$ cat src/rtl/mbinit_pkg.sv
// Shared definitions for the mainband-init sideband path: arbiter state codes,
// sideband message encodings and a small index-width helper.
package mbinit_pkg;

  typedef logic [1:0] sb_arb_state_t;

  localparam sb_arb_state_t ST_IDLE    = 2'd0;
  localparam sb_arb_state_t ST_GRANT   = 2'd1;
  localparam sb_arb_state_t ST_BUSY    = 2'd2;
  localparam sb_arb_state_t ST_RELEASE = 2'd3;

  localparam logic [3:0] SB_MBINIT_INIT_REQ    = 4'b0001;
  localparam logic [3:0] SB_MBINIT_INIT_RESP   = 4'b0010;
  localparam logic [3:0] SB_MBINIT_RESULT_REQ  = 4'b0011;
  localparam logic [3:0] SB_MBINIT_RESULT_RESP = 4'b0100;
  localparam logic [3:0] SB_MBINIT_DONE_REQ    = 4'b0101;
  localparam logic [3:0] SB_MBINIT_DONE_RESP   = 4'b0110;

  // A single requester still needs a 1-bit index.
  function automatic int idx_width(input int n);
    return (n > 1) ? $clog2(n) : 1;
  endfunction

endpackage

$ cat src/rtl/rr_picker.sv
// Round-robin selector: first active request at or after ptr_i, wrapping.
// Purely combinational; gnt_o is one-hot (or zero when nothing is requested).
module rr_picker
  import mbinit_pkg::*;
#(
  parameter int NUM_REQ = 2,
  parameter int IDX_W   = idx_width(NUM_REQ)
) (
  input  logic [NUM_REQ-1:0] req_i,
  input  logic [IDX_W-1:0]   ptr_i,
  output logic [NUM_REQ-1:0] gnt_o,
  output logic [IDX_W-1:0]   idx_o
);

  logic [IDX_W:0]   sum;
  logic [IDX_W-1:0] pos;
  logic             found;

  always_comb begin
    gnt_o = '0;
    idx_o = '0;
    found = 1'b0;
    sum   = '0;
    pos   = '0;
    for (int i = 0; i < NUM_REQ; i++) begin
      sum = {1'b0, ptr_i} + (IDX_W+1)'(i);
      if (sum >= (IDX_W+1)'(NUM_REQ)) begin
        sum = sum - (IDX_W+1)'(NUM_REQ);
      end
      pos = sum[IDX_W-1:0];
      if (!found && req_i[pos]) begin
        found      = 1'b1;
        gnt_o[pos] = 1'b1;
        idx_o      = pos;
      end
    end
  end

endmodule

$ cat src/rtl/sb_tx_arbiter.sv
// Arbitrates sideband TX messages from several requesters onto one serializer.
// IDLE -> GRANT (launch strobe) -> BUSY (until done/timeout) -> RELEASE (completion pulse).
module sb_tx_arbiter
  import mbinit_pkg::*;
#(
  parameter int NUM_REQ      = 2,
  parameter int SB_MSG_Width = 4,
  parameter int TIMEOUT_CYC  = 255
) (
  input  logic                            i_clk,
  input  logic                            i_rst,
  input  logic [NUM_REQ-1:0]              i_msg_valid,
  input  logic [NUM_REQ*SB_MSG_Width-1:0] i_encoded_sb_msg,
  input  logic                            i_sb_done,
  input  logic                            i_flush,
  output logic [SB_MSG_Width-1:0]         o_sb_msg,
  output logic                            o_sb_msg_valid,
  output logic [NUM_REQ-1:0]              o_grant,
  output logic                            o_sb_busy,
  output logic [NUM_REQ-1:0]              o_falling_edge_busy,
  output logic                            o_timeout
);

  localparam int IDX_W = idx_width(NUM_REQ);
  localparam int CNT_W = $clog2(TIMEOUT_CYC + 1);
  localparam logic [IDX_W-1:0] LAST_IDX = IDX_W'(NUM_REQ - 1);

  sb_arb_state_t     state_q, state_d;
  logic [IDX_W-1:0]  rr_ptr_q, rr_ptr_d;
  logic [IDX_W-1:0]  win_idx_q, win_idx_d;
  logic [NUM_REQ-1:0] win_oh_q, win_oh_d;
  logic [SB_MSG_Width-1:0] msg_d;
  logic [CNT_W-1:0]  cnt_q, cnt_d, cnt_inc;
  logic              expire;
  logic              timeout_d;
  logic              busy_d;
  logic [NUM_REQ-1:0] grant_d;
  logic [NUM_REQ-1:0] fe_d;

  logic [NUM_REQ-1:0] pick_gnt;
  logic [IDX_W-1:0]   pick_idx;

  rr_picker #(
    .NUM_REQ (NUM_REQ),
    .IDX_W   (IDX_W)
  ) u_rr_picker (
    .req_i (i_msg_valid),
    .ptr_i (rr_ptr_q),
    .gnt_o (pick_gnt),
    .idx_o (pick_idx)
  );

  assign cnt_inc = (&cnt_q) ? cnt_q : cnt_q + 1'b1;
  // Expiry is judged on the count this cycle would reach.
  assign expire  = ({1'b0, cnt_q} + 1'b1) >= (CNT_W+1)'(TIMEOUT_CYC);

  always_comb begin
    state_d   = state_q;
    rr_ptr_d  = rr_ptr_q;
    win_idx_d = win_idx_q;
    win_oh_d  = win_oh_q;
    msg_d     = o_sb_msg;
    cnt_d     = cnt_q;
    timeout_d = 1'b0;

    case (state_q)
      ST_IDLE: begin
        if (|i_msg_valid) begin
          state_d   = ST_GRANT;
          win_idx_d = pick_idx;
          win_oh_d  = pick_gnt;
          msg_d     = i_encoded_sb_msg[pick_idx*SB_MSG_Width +: SB_MSG_Width];
          cnt_d     = '0;
        end
      end
      ST_GRANT: begin
        state_d = ST_BUSY;
        cnt_d   = cnt_inc;
      end
      ST_BUSY: begin
        cnt_d = cnt_inc;
        if (i_sb_done) begin
          state_d = ST_RELEASE;
        end else if (expire) begin
          state_d   = ST_RELEASE;
          timeout_d = 1'b1;
        end
      end
      default: begin
        state_d  = ST_IDLE;
        rr_ptr_d = (win_idx_q == LAST_IDX) ? '0 : win_idx_q + 1'b1;
      end
    endcase

    if (i_flush) begin
      state_d   = ST_IDLE;
      rr_ptr_d  = rr_ptr_q;
      timeout_d = 1'b0;
    end

    busy_d  = (state_d == ST_GRANT) || (state_d == ST_BUSY);
    grant_d = busy_d ? win_oh_d : '0;
    fe_d    = (state_d == ST_RELEASE) ? win_oh_d : '0;
  end

  always_ff @(posedge i_clk or posedge i_rst) begin
    if (i_rst) begin
      state_q             <= ST_IDLE;
      rr_ptr_q            <= '0;
      win_idx_q           <= '0;
      win_oh_q            <= '0;
      cnt_q               <= '0;
      o_sb_msg            <= '0;
      o_sb_msg_valid      <= 1'b0;
      o_grant             <= '0;
      o_sb_busy           <= 1'b0;
      o_falling_edge_busy <= '0;
      o_timeout           <= 1'b0;
    end else begin
      state_q             <= state_d;
      rr_ptr_q            <= rr_ptr_d;
      win_idx_q           <= win_idx_d;
      win_oh_q            <= win_oh_d;
      cnt_q               <= cnt_d;
      o_sb_msg            <= msg_d;
      o_sb_msg_valid      <= (state_d == ST_GRANT);
      o_grant             <= grant_d;
      o_sb_busy           <= busy_d;
      o_falling_edge_busy <= fe_d;
      o_timeout           <= timeout_d;
    end
  end

endmodule

$ cat config.mk
export PLATFORM = sky130hd
export DESIGN_NAME = sb_tx_arbiter
export DESIGN_NICKNAME = d
export VERILOG_FILES = /design/src/rtl/mbinit_pkg.sv /design/src/rtl/rr_picker.sv /design/src/rtl/sb_tx_arbiter.sv
export SDC_FILE = /design/constraint.sdc
export NUM_CORES = 1
export LEC_CHECK = 0
export ABC_AREA = 1
export CAP_MARGIN = 20
export CORE_UTILIZATION = 40
export DETAILED_ROUTE_END_ITERATION = 10
export PLACE_DENSITY = 0.67
export RECOVER_POWER = 25
export SYNTH_ARGS = -nofsm -noshare
export SYNTH_HDL_FRONTEND = slang
export SYNTH_SLANG_ARGS = --single-unit
$ cat constraint.sdc
create_clock -name i_clk -period 4.19 [get_ports i_clk]
set_input_delay 0.838 -clock i_clk [delete_from_list [all_inputs] [get_ports i_clk]]
set_output_delay 0.838 -clock i_clk [all_outputs]
set_load 0.005 [all_outputs]
==> flow_metrics.env, run 1 <==
export IMPL_antenna_found_initial=0
export IMPL_worstPathCellList="inv_1 > ha_1 > nor2_1 > nor2_1 > nor2_1 > nand3_2 > nor2_1 > nand2_2 > nand3_1 > nand2_1 > a21oi_1 > ha_1 > nor2_1"
export IMPL_htree_levels=1
export IMPL_start_util_pct=42.6
export IMPL_power_switching_uw=252
export IMPL_syn_inst=162
export IMPL_numCtsBuffers=3
export IMPL_synth_top_cell_area_share_pct=47.3
export IMPL_finalSetupTns_ns=0
export IMPL_power_frac_comb_pct=34.9
export IMPL_finalHoldViolations=0
export IMPL_core_area_sq_mm=0.00310
export IMPL_drtIter0Drc=64
export IMPL_drt_vias_per_instance=4.74
export IMPL_yosysTopAreaCell="dfrtp_1"
export IMPL_avgSynthCellArea_sq_um=8.16
export IMPL_holdPathStages=1
export IMPL_setup_ws_ns=1.98
export IMPL_pwr_share_seq_pct=48.6
export IMPL_rr_startpoint="cnt_q[0]"
export IMPL_rows=20
export IMPL_grt_pass1_wl_mm=4.54
export IMPL_fp_dieW_microns=59.5
export IMPL_portBuffers=24
export IMPL_nNetsFinal=214
export IMPL_r2r_end="o_grant[1]"
export IMPL_syn_cell_area_sq_mm=0.00132
export IMPL_yosys_warnings=0
export IMPL_synth_distinct_cells=20
export IMPL_hold_buffers=0
export IMPL_grt_total_usage_pct=17.2
export IMPL_ant_nets=0
export IMPL_crit_fanout=7
export IMPL_top_usage_layer="met2"
export IMPL_ctsResizeCount=0
export IMPL_cts_setup_buffers=0
export IMPL_final_common_cell="nand2_1"
export IMPL_intPower_uw=457
export IMPL_path_clk_slew_ns=0.15
export IMPL_remaining_drc_errors=0
export IMPL_relSlewSlack_pct=38.8
export IMPL_grt_pass1_vias=1081
export IMPL_final_cell_mix="33 x nand2_1, 28 x inv_1, 25 x dfrtp_1"
export IMPL_crit_top_cell="nor2_1"
export IMPL_tritoncts="yes"
export IMPL_required_ns=4.47
export IMPL_ys_seq_area_share_pct=47.3
export IMPL_dp_worst_setup_slack_ns=1.77
export IMPL_seqCellArea_sq_um=626
export IMPL_syn_num_nets=185
export IMPL_max_stage_delay_ns=0.49
export IMPL_grt_use_met2_pct=28.3
export IMPL_p_leak_uw=0.000784
export IMPL_critPathLaunchType="register"
export IMPL_fillers=313
export IMPL_vias=1109
export IMPL_critPathCaptureType="register"
export IMPL_fin_crit_ns=2.21
export IMPL_crit_arrival_ns=2.49
export IMPL_num_io_pins=25
export IMPL_cap_violations=0
export IMPL_grt_overflow=0
export IMPL_switching_share_pct=35.6
export IMPL_p_clk_share_pct=16.6
export IMPL_final_setup_skew_ns=0.00621
export IMPL_final_util_pct=53.0
export IMPL_reg2reg_depth=13
export IMPL_wl_per_cell_microns=11.1
export IMPL_cpMaxStageDelayCell="dfrtp_1"
export IMPL_setup_violations=0
export IMPL_dp_hpwl_mm=2.06
export IMPL_report_final_slew_viol_count=0
export IMPL_crit_type="register to register"
export IMPL_place_congestion=0.790
export IMPL_dieArea_sq_mm=0.00354
export IMPL_multi_input_area_sq_um=579
export IMPL_drive_gt1_share_pct=8.42
export IMPL_first_pass_iters=4
export IMPL_hp_start="win_idx_q"
export IMPL_cts_root_buf="clkbuf_4"
export IMPL_wl_mm=2.60
export IMPL_clk_path_buf_depth=2
export IMPL_antenna_cells=0
export IMPL_status="finished clean"
export IMPL_ys_ff_latch=25
export IMPL_peakVddDrop_v=0.000250
export IMPL_die_height_microns=59.5
export IMPL_min_to="rr_ptr_q"
export IMPL_pwr_density_cell_mw_per_mm2=431
export IMPL_hold_path_class="register to register"
export IMPL_rrSetupSlack_ns=1.98
export IMPL_period_share_pct=52.7
export IMPL_max_clock_freq_ghz=0.453
export IMPL_synth_area_top_cells="dfrtp_1 47%, nand2_1 9.4%, ha_1 8.5%"
export IMPL_rsz0062_at_grt="no"
export IMPL_met3_usage_pct=2.18
export IMPL_area_growth_pct=24.4
export IMPL_cts_sinks=25
export IMPL_clk_latency_ns=0.33
export IMPL_grtUsageMet1_pct=21.8
export IMPL_grt_max_degree=26
export IMPL_tightest_slew_ns=0.917
==> critical path: cells and delay by family, from the launching register on <==
kind	cells	cell delay [ns]
simple gates	9	0.75
fa+ha+maj	2	0.61
flops	1	0.49
compound gates	1	0.24
buf+inv	1	0.07
==> worst max path at each step <==
stage               slack, ns  depth (start not counted)      startpoint           to
global route             1.76                         13        cnt_q[0]   o_grant[1]
floorplan                2.25                         13        cnt_q[0]   o_grant[0]
CTS                      1.99                         13        cnt_q[0]   o_grant[0]
detailed placement       1.77                          6  i_msg_valid[0]  o_sb_msg[1]
global placement         1.83                          6  i_msg_valid[0]  o_sb_msg[1]
finish                   1.98                         13        cnt_q[0]   o_grant[1]
==> routing by layer <==
metal  part of all wire, %  wire [microns]
met5                     0               0
met4                   3.1              80
met3                   3.7              96
met2                    47            1230
met1                    46            1190
==> cells by family (layout without fill, tap and decap cells) <==
logic type | Yosys count | count (layout) | share of synthesized area, %
AND/OR/NAND/NOR | 73 | 73 | 24.6
buffers and inverters | 30 | 58 | 8.70
AO/OA/AOI/OAI | 25 | 25 | 10.9
flip-flops | 25 | 25 | 47.3
adder cells (fa/ha/maj) | 9 | 9 | 8.51
==> cell usage after synthesis <==
master   count
inv_4        1
nand2_4      1
o22ai_1      4
nand4_1      2
nand3_2      2
nor2_2       2
nand2_2      4
o21ai_1      5
nand2_1     33
a21oi_2      1
nand3_1      9
o21ai_0      4
a31o_2       1
dfrtp_1     25
ha_1         9
a21oi_1      5
nor2_1      20
inv_2        1
inv_1       28
a31oi_1      5
==> power groups by stage <==
stage / Sequential, uW / Clock (uW) / Combinational, uW
finish: 344 / 118 / 247
floorplan: 343 / 0 / 146
global route: 354 / 131 / 283
CTS: 345 / 121 / 252
global placement: 347 / 0 / 244
detailed placement: 350 / 0 / 251
==> layout make-up <==
cell class / count / share of cell area [%]
timing repair buffer: 24 / 14.6
clock buffer: 3 / 1.37
sequential: 25 / 38.0
inverter: 30 / 7.00
clock inverter: 1 / 0.456
multi-input combinational: 107 / 35.2
tap: 44 / 3.35
==> registers in the layout (all words and copies together), names as in the netlist <==
| name | count |
|---|---|
| o_falling_edge_busy | 2 |
| o_sb_busy | 1 |
| o_timeout | 1 |
| o_sb_msg | 4 |
| state_q | 2 |
| rr_ptr_q | 1 |
| win_oh_q | 2 |
| win_idx_q | 1 |
| cnt_q | 8 |
| o_grant | 2 |
| o_sb_msg_valid | 1 |
==> through the flow <==
stage               cell area, sq um  hold slack, ns  std cells  total power (uW)
floorplan                       1320           0.437        162               489
global placement                1620           0.461        230               591
detailed placement              1620           0.478        230               601
CTS                             1650           0.494        234               717
global route                    1650           0.547        234               768
finish                          1650           0.497        234               709
Power figures use the tool's default switching activity.
==> inputs of run 2 (changes only) <==
--- a/config.mk
+++ b/config.mk
@@ -9,7 +9,7 @@
 export CAP_MARGIN = 20
 export CORE_UTILIZATION = 40
 export DETAILED_ROUTE_END_ITERATION = 10
-export PLACE_DENSITY = 0.67
+export PLACE_DENSITY = 0.69
 export RECOVER_POWER = 25
 export SYNTH_ARGS = -nofsm -noshare
 export SYNTH_HDL_FRONTEND = slang
==> constraint.sdc (replaced) <==
create_clock -name i_clk -period 1.9 [get_ports i_clk]
set_input_delay 0.38 -clock i_clk [delete_from_list [all_inputs] [get_ports i_clk]]
set_output_delay 0.38 -clock i_clk [all_outputs]
set_load 0.005 [all_outputs]
==> run 2 against run 1 <==
The run now ends with setup timing left. Combinational power grew to 3.2 times the previous value. Setup slack lost 2.0 ns. Critical path depth is the same. Clock skew shrank 0.0010 ns. Hold slack gained 0.014 ns. Via count grew 9.1%. Fmax grew 15%. Non-clock buffer count grew 11. Cell count grew 4.7%. Global-route usage grew 1.4 points.
==> flow_metrics.env, run 2 (same netlist as run 1, synthesis figures left out) <==
export IMPL_rsz0062_at_grt="yes"
export IMPL_pwr_density_cell_mw_per_mm2=990
export IMPL_crit_type="register to register"
export IMPL_finalNonFillerCells=245
export IMPL_finalHoldViolations=0
export IMPL_cap_violations=0
export IMPL_violations="setup timing"
export IMPL_wl_mm=2.91
export IMPL_setup_violations=5
export IMPL_cts_root_buf="clkbuf_4"
export IMPL_setup_ws_ns=-0.0279
export IMPL_final_common_cell="nand2_1"
export IMPL_fp_dieW_microns=59.5
export IMPL_portBuffers=24
export IMPL_dp_hpwl_mm=2.21
export IMPL_nNetsFinal=225
export IMPL_drive_gt1_share_pct=23.4
export IMPL_final_setup_skew_ns=0.00521
export IMPL_first_pass_iters=4
export IMPL_htree_levels=1
export IMPL_drt_vias_per_instance=4.94
export IMPL_rrSetupSlack_ns=-0.03
export IMPL_antenna_found_initial=0
export IMPL_dieArea_sq_mm=0.00354
export IMPL_hold_path_class="register to register"
export IMPL_hp_start="win_idx_q"
export IMPL_hold_buffers=0
export IMPL_crit_arrival_ns=2.20
export IMPL_cts_sinks=25
export IMPL_remaining_drc_errors=0
export IMPL_grt_pass1_vias=1173
export IMPL_clk_path_buf_depth=2
export IMPL_num_io_pins=25
export IMPL_r2r_end="o_falling_edge_busy[0]"
export IMPL_peakVddDrop_v=0.000496
export IMPL_fillers=306
export IMPL_crit_fanout=4
export IMPL_period_share_pct=101
export IMPL_place_congestion=0.798
export IMPL_hold_slack_ns=0.511
export IMPL_tritoncts="yes"
export IMPL_area_growth_pct=38.8
export IMPL_die_height_microns=59.5
export IMPL_vias=1210
export IMPL_regMostFlops="cnt_q"
export IMPL_place_inst=240
export IMPL_path_clk_slew_ns=0.15
export IMPL_grt_max_degree=26
export IMPL_critPathCaptureType="register"
export IMPL_max_clock_freq_ghz=0.519
export IMPL_grt_total_usage_pct=18.6
export IMPL_drtIter0Drc=38
export IMPL_rows=20
export IMPL_required_ns=2.17
export IMPL_tightest_slew_ns=0.626
export IMPL_core_area_sq_mm=0.00310
export IMPL_fin_crit_ns=1.93
export IMPL_clk_latency_ns=0.33
export IMPL_reg_top3="cnt_q x8, o_sb_msg x4"
export IMPL_p_leak_uw=0.000845
export IMPL_numCtsBuffers=3
export IMPL_relSlewSlack_pct=58.3
export IMPL_min_to="rr_ptr_q"
export IMPL_start_util_pct=42.6
export IMPL_holdPathStages=1
export IMPL_ant_nets=0
export IMPL_critPathLaunchType="register"
export IMPL_finalSetupTns_ns=-0.0651
export IMPL_reg2reg_depth=13
export IMPL_power_uw=1820
export IMPL_largest_reg_flops=8
export IMPL_grt_overflow=0
export IMPL_antenna_cells=0
export IMPL_rr_startpoint="cnt_q[0]"
export IMPL_report_final_slew_viol_count=0
export IMPL_wl_per_cell_microns=11.9
export IMPL_final_cell_mix="28 x nand2_1, 27 x inv_1, 23 x dfrtp_1, 23 x clkdlybuf4s50_1, 16 x nor2_1"
export IMPL_status="finished, violations left"
export IMPL_grt_pass1_wl_mm=4.87
## run 2: worst max-delay path, cell delays in order, from the launching register on
cell and delay (ns):
dfrtp_2 0.48, ha_4 0.19, nand2_1 0.09, nand2_1 0.09, nor2_1 0.13, nand3_2 0.09
nor2_2 0.10, nand2_2 0.08, nand3_2 0.07, nand2_2 0.06, a21oi_4 0.18, ha_1 0.17
inv_1 0.05, nor2_1 0.10
## run 2: repair_timing
action | in CTS | in global routing
setup endpoints to repair | 5 | 6
pin swaps | 10 | 9
buffers inserted | 2 | 0
gates resized for setup | 10 | 14
## run 2: power by group
group	switching, uW	leakage [uW]	internal (uW)
Combinational	383	0.000510	411
Clock	173	0.0000139	80.6
Sequential	104	0.000321	664
## run 2: worst max-delay path by stage
stage          cells past startpoint  slack (ns)                      to      from
3_5_place_dp                      13       -0.09              o_grant[1]  cnt_q[0]
2_1_floorplan                     13       0.003              o_grant[0]  cnt_q[0]
4_1_cts                           13       -0.11              o_grant[1]  cnt_q[0]
3_3_place_gp                      12       -0.02              o_grant[1]  cnt_q[0]
5_1_grt                           14       -0.15  o_falling_edge_busy[1]  cnt_q[0]
6_report                          13       -0.03  o_falling_edge_busy[0]  cnt_q[0]
## run 2: per-stage QoR
stage / utilization [%] / area, sq um / worst slack (ns)
finish: 59.2 / 1840 / -0.0279
global route: 59.2 / 1840 / -0.153
CTS: 57.7 / 1790 / -0.109
detailed placement: 54.7 / 1700 / -0.0896
global placement: 54.7 / 1700 / -0.0241
floorplan: - / 1330 / 0.00327
## run 2: cell type report
type	instances	area [sq um]	share of cell area, %
multi-input cells	107	679	37.0
flip-flops and latches	25	628	34.2
repair buffers	35	328	17.9
inverters	30	115	6.27
well taps	44	55.1	3.00
clock buffers	3	22.5	1.23
clock inverters	1	7.51	0.409
## run 2: layer usage
| metal | vias up | wire length [microns] | global-route usage (%) | share of wire [%] |
|---|---|---|---|---|
| met5 | - | 0 | 0 | 0 |
| met4 | 0 | 42 | 6.98 | 1.4 |
| met3 | 4 | 107 | 2.40 | 3.7 |
| met2 | 25 | 1500 | 34.0 | 52 |
| met1 | 586 | 1260 | 22.1 | 43 |
| li1 | 595 | - | - | - |
==> inputs of run 3 (changes only) <==
--- a/config.mk
+++ b/config.mk
@@ -8,9 +8,11 @@
 export ABC_AREA = 1
 export CAP_MARGIN = 20
 export CORE_UTILIZATION = 40
+export CTS_BUF_LIST = sky130_fd_sc_hd__clkbuf_16
 export DETAILED_ROUTE_END_ITERATION = 10
 export PLACE_DENSITY = 0.69
 export RECOVER_POWER = 25
+export SLEW_MARGIN = 30
 export SYNTH_ARGS = -nofsm -noshare
 export SYNTH_HDL_FRONTEND = slang
 export SYNTH_SLANG_ARGS = --single-unit
==> run 3 against run 2 <==
Clock-buffer cell count unchanged. Sequential share of layout area is 1.0 points lower. Clock power rose by 89%. The flow still finishes with violations (setup timing). Combinational power rose by 2%.
==> flow_metrics.env, run 3 (same netlist as run 1, synthesis figures left out) <==
export IMPL_status="finished, violations left"
export IMPL_violations="setup timing"
export IMPL_pwr_density_cell_mw_per_mm2=1090
export IMPL_drive_gt1_share_pct=23.9
export IMPL_peakVddDrop_v=0.000558
export IMPL_report_final_slew_viol_count=0
export IMPL_numCtsBuffers=3
export IMPL_drtIter0Drc=31
export IMPL_reg2reg_depth=15
export IMPL_antenna_cells=0
export IMPL_cts_sinks=25
export IMPL_critPathLaunchType="register"
export IMPL_fp_dieW_microns=59.5
export IMPL_seqCellArea_sq_um=628
export IMPL_required_ns=2.09
export IMPL_reg_top3="cnt_q x8, o_sb_msg x4"
export IMPL_largest_reg_flops=8
export IMPL_clk_path_buf_depth=2
export IMPL_finalSetupTns_ns=-0.0833
export IMPL_num_io_pins=25
export IMPL_rr_startpoint="cnt_q[0]"
export IMPL_cp_startpoint="cnt_q[0]"
export IMPL_hold_slack_ns=0.504
export IMPL_die_height_microns=59.5
export IMPL_path_clk_slew_ns=0.07
export IMPL_place_congestion=0.798
export IMPL_crit_fanout=4
export IMPL_nNetsFinal=225
export IMPL_hold_path_class="register to register"
export IMPL_finalHoldViolations=0
export IMPL_first_pass_iters=4
export IMPL_hp_start="win_idx_q"
export IMPL_power_uw=2060
export IMPL_p_leak_uw=0.000868
export IMPL_final_common_cell="nand2_1"
export IMPL_start_util_pct=42.6
export IMPL_grt_pass1_vias=1215
export IMPL_cap_violations=0
export IMPL_wl_mm=3.12
export IMPL_grt_pass1_wl_mm=5.08
export IMPL_crit_arrival_ns=2.13
export IMPL_fillers=295
export IMPL_wl_per_cell_microns=12.7
export IMPL_grt_total_usage_pct=19.6
export IMPL_r2r_end="o_falling_edge_busy[0]"
export IMPL_remaining_drc_errors=0
export IMPL_min_to="rr_ptr_q"
export IMPL_relSlewSlack_pct=57.8
export IMPL_tightest_slew_ns=0.633
export IMPL_cpMaxStageDelayCell="dfrtp_2"
export IMPL_final_setup_skew_ns=0.00311
export IMPL_rsz0062_at_grt="yes"
export IMPL_area_growth_pct=43.0
export IMPL_tritoncts="yes"
export IMPL_fin_crit_ns=1.93
export IMPL_rrSetupSlack_ns=-0.03
export IMPL_regMostFlops="cnt_q"
export IMPL_dp_worst_setup_slack_ns=-0.0896
export IMPL_grt_max_degree=26
export IMPL_max_clock_freq_ghz=0.517
export IMPL_crit_type="register to register"
export IMPL_crit_top_cell="nand2_2"
export IMPL_portBuffers=24
export IMPL_final_util_pct=60.9
export IMPL_worstPathCellList="buf_6 > buf_4 > nand3_4 > inv_2 > nand2_1 > nand2_1 > nand2_2 > nor2_2 > nand2_2 > nand3_2 > nand2_2 > a21oi_4 > ha_1 > inv_1 > nor2_1"
export IMPL_vias=1213
export IMPL_grt_overflow=0
export IMPL_htree_levels=1
export IMPL_dieArea_sq_mm=0.00354
export IMPL_setup_ws_ns=-0.0332
export IMPL_max_stage_delay_ns=0.43
export IMPL_dp_hpwl_mm=2.21
export IMPL_rows=20
export IMPL_core_area_sq_mm=0.00310
export IMPL_critPathCaptureType="register"
export IMPL_multi_input_area_sq_um=682
export IMPL_clk_latency_ns=0.26
export IMPL_final_cell_mix="28 x nand2_1, 27 x inv_1, 23 x dfrtp_1, 23 x clkdlybuf4s50_1, 15 x nor2_1"
export IMPL_setup_violations=5
export IMPL_period_share_pct=102
export IMPL_holdPathStages=1
export IMPL_cts_root_buf="clkbuf_16"
export IMPL_antenna_found_initial=0
export IMPL_drt_vias_per_instance=4.95
export IMPL_ant_nets=0
run 3: stage by stage:
step / std cells / cell area (sq um)
3_5_place_dp: 240 / 1700
5_1_grt: 245 / 1890
2_1_floorplan: 162 / 1330
4_1_cts: 246 / 1840
3_3_place_gp: 240 / 1700
6_report: 245 / 1890
run 3: power breakdown:
| part | total [uW] | internal [uW] | switching, uW |
|---|---|---|---|
| logic | 810 | 415 | 395 |
| registers | 771 | 666 | 105 |
| clock network | 480 | 286 | 194 |
run 3: worst max-delay path: cells and delay by family (launching register included):
family	cells	cell delay [ns]
simple gates	9	0.76
flops	1	0.43
buf+inv	4	0.35
compound gates	1	0.18
fa+ha+maj	1	0.17
run 3: timing repair:
item	CTS	global route
pin swaps	10	8
setup buffers	2	0
gates resized for setup	10	15
setup endpoints to repair	5	6
hold buffers	0	0
run 3: cell type report:
class | instances | share of cell area (%)
clock buffer | 3 | 3.97
sequential | 25 | 33.2
timing repair buffer | 35 | 17.3
clock inverter | 1 | 0.397
tap | 44 | 2.91
multi-input combinational | 107 | 36.1
inverter | 30 | 6.09
run 3: worst max-delay path by stage:
stage	to	cells after the start
finish	o_falling_edge_busy[0]	15
global route	o_falling_edge_busy[1]	14
CTS	o_grant[1]	13
detailed placement	o_grant[1]	13
global placement	o_grant[1]	12
floorplan	o_grant[0]	13
run 3: routing by layer:
layer  GRT usage, %  vias up  share of wire (%)  wire length (microns)
met5              0        -                  0                      0
met4           8.97        0                1.7                     53
met3           3.71        7                3.3                    104
met2           34.8       28                 52                   1610
met1           22.8      585                 43                   1350
li1               -      593                  -                      -
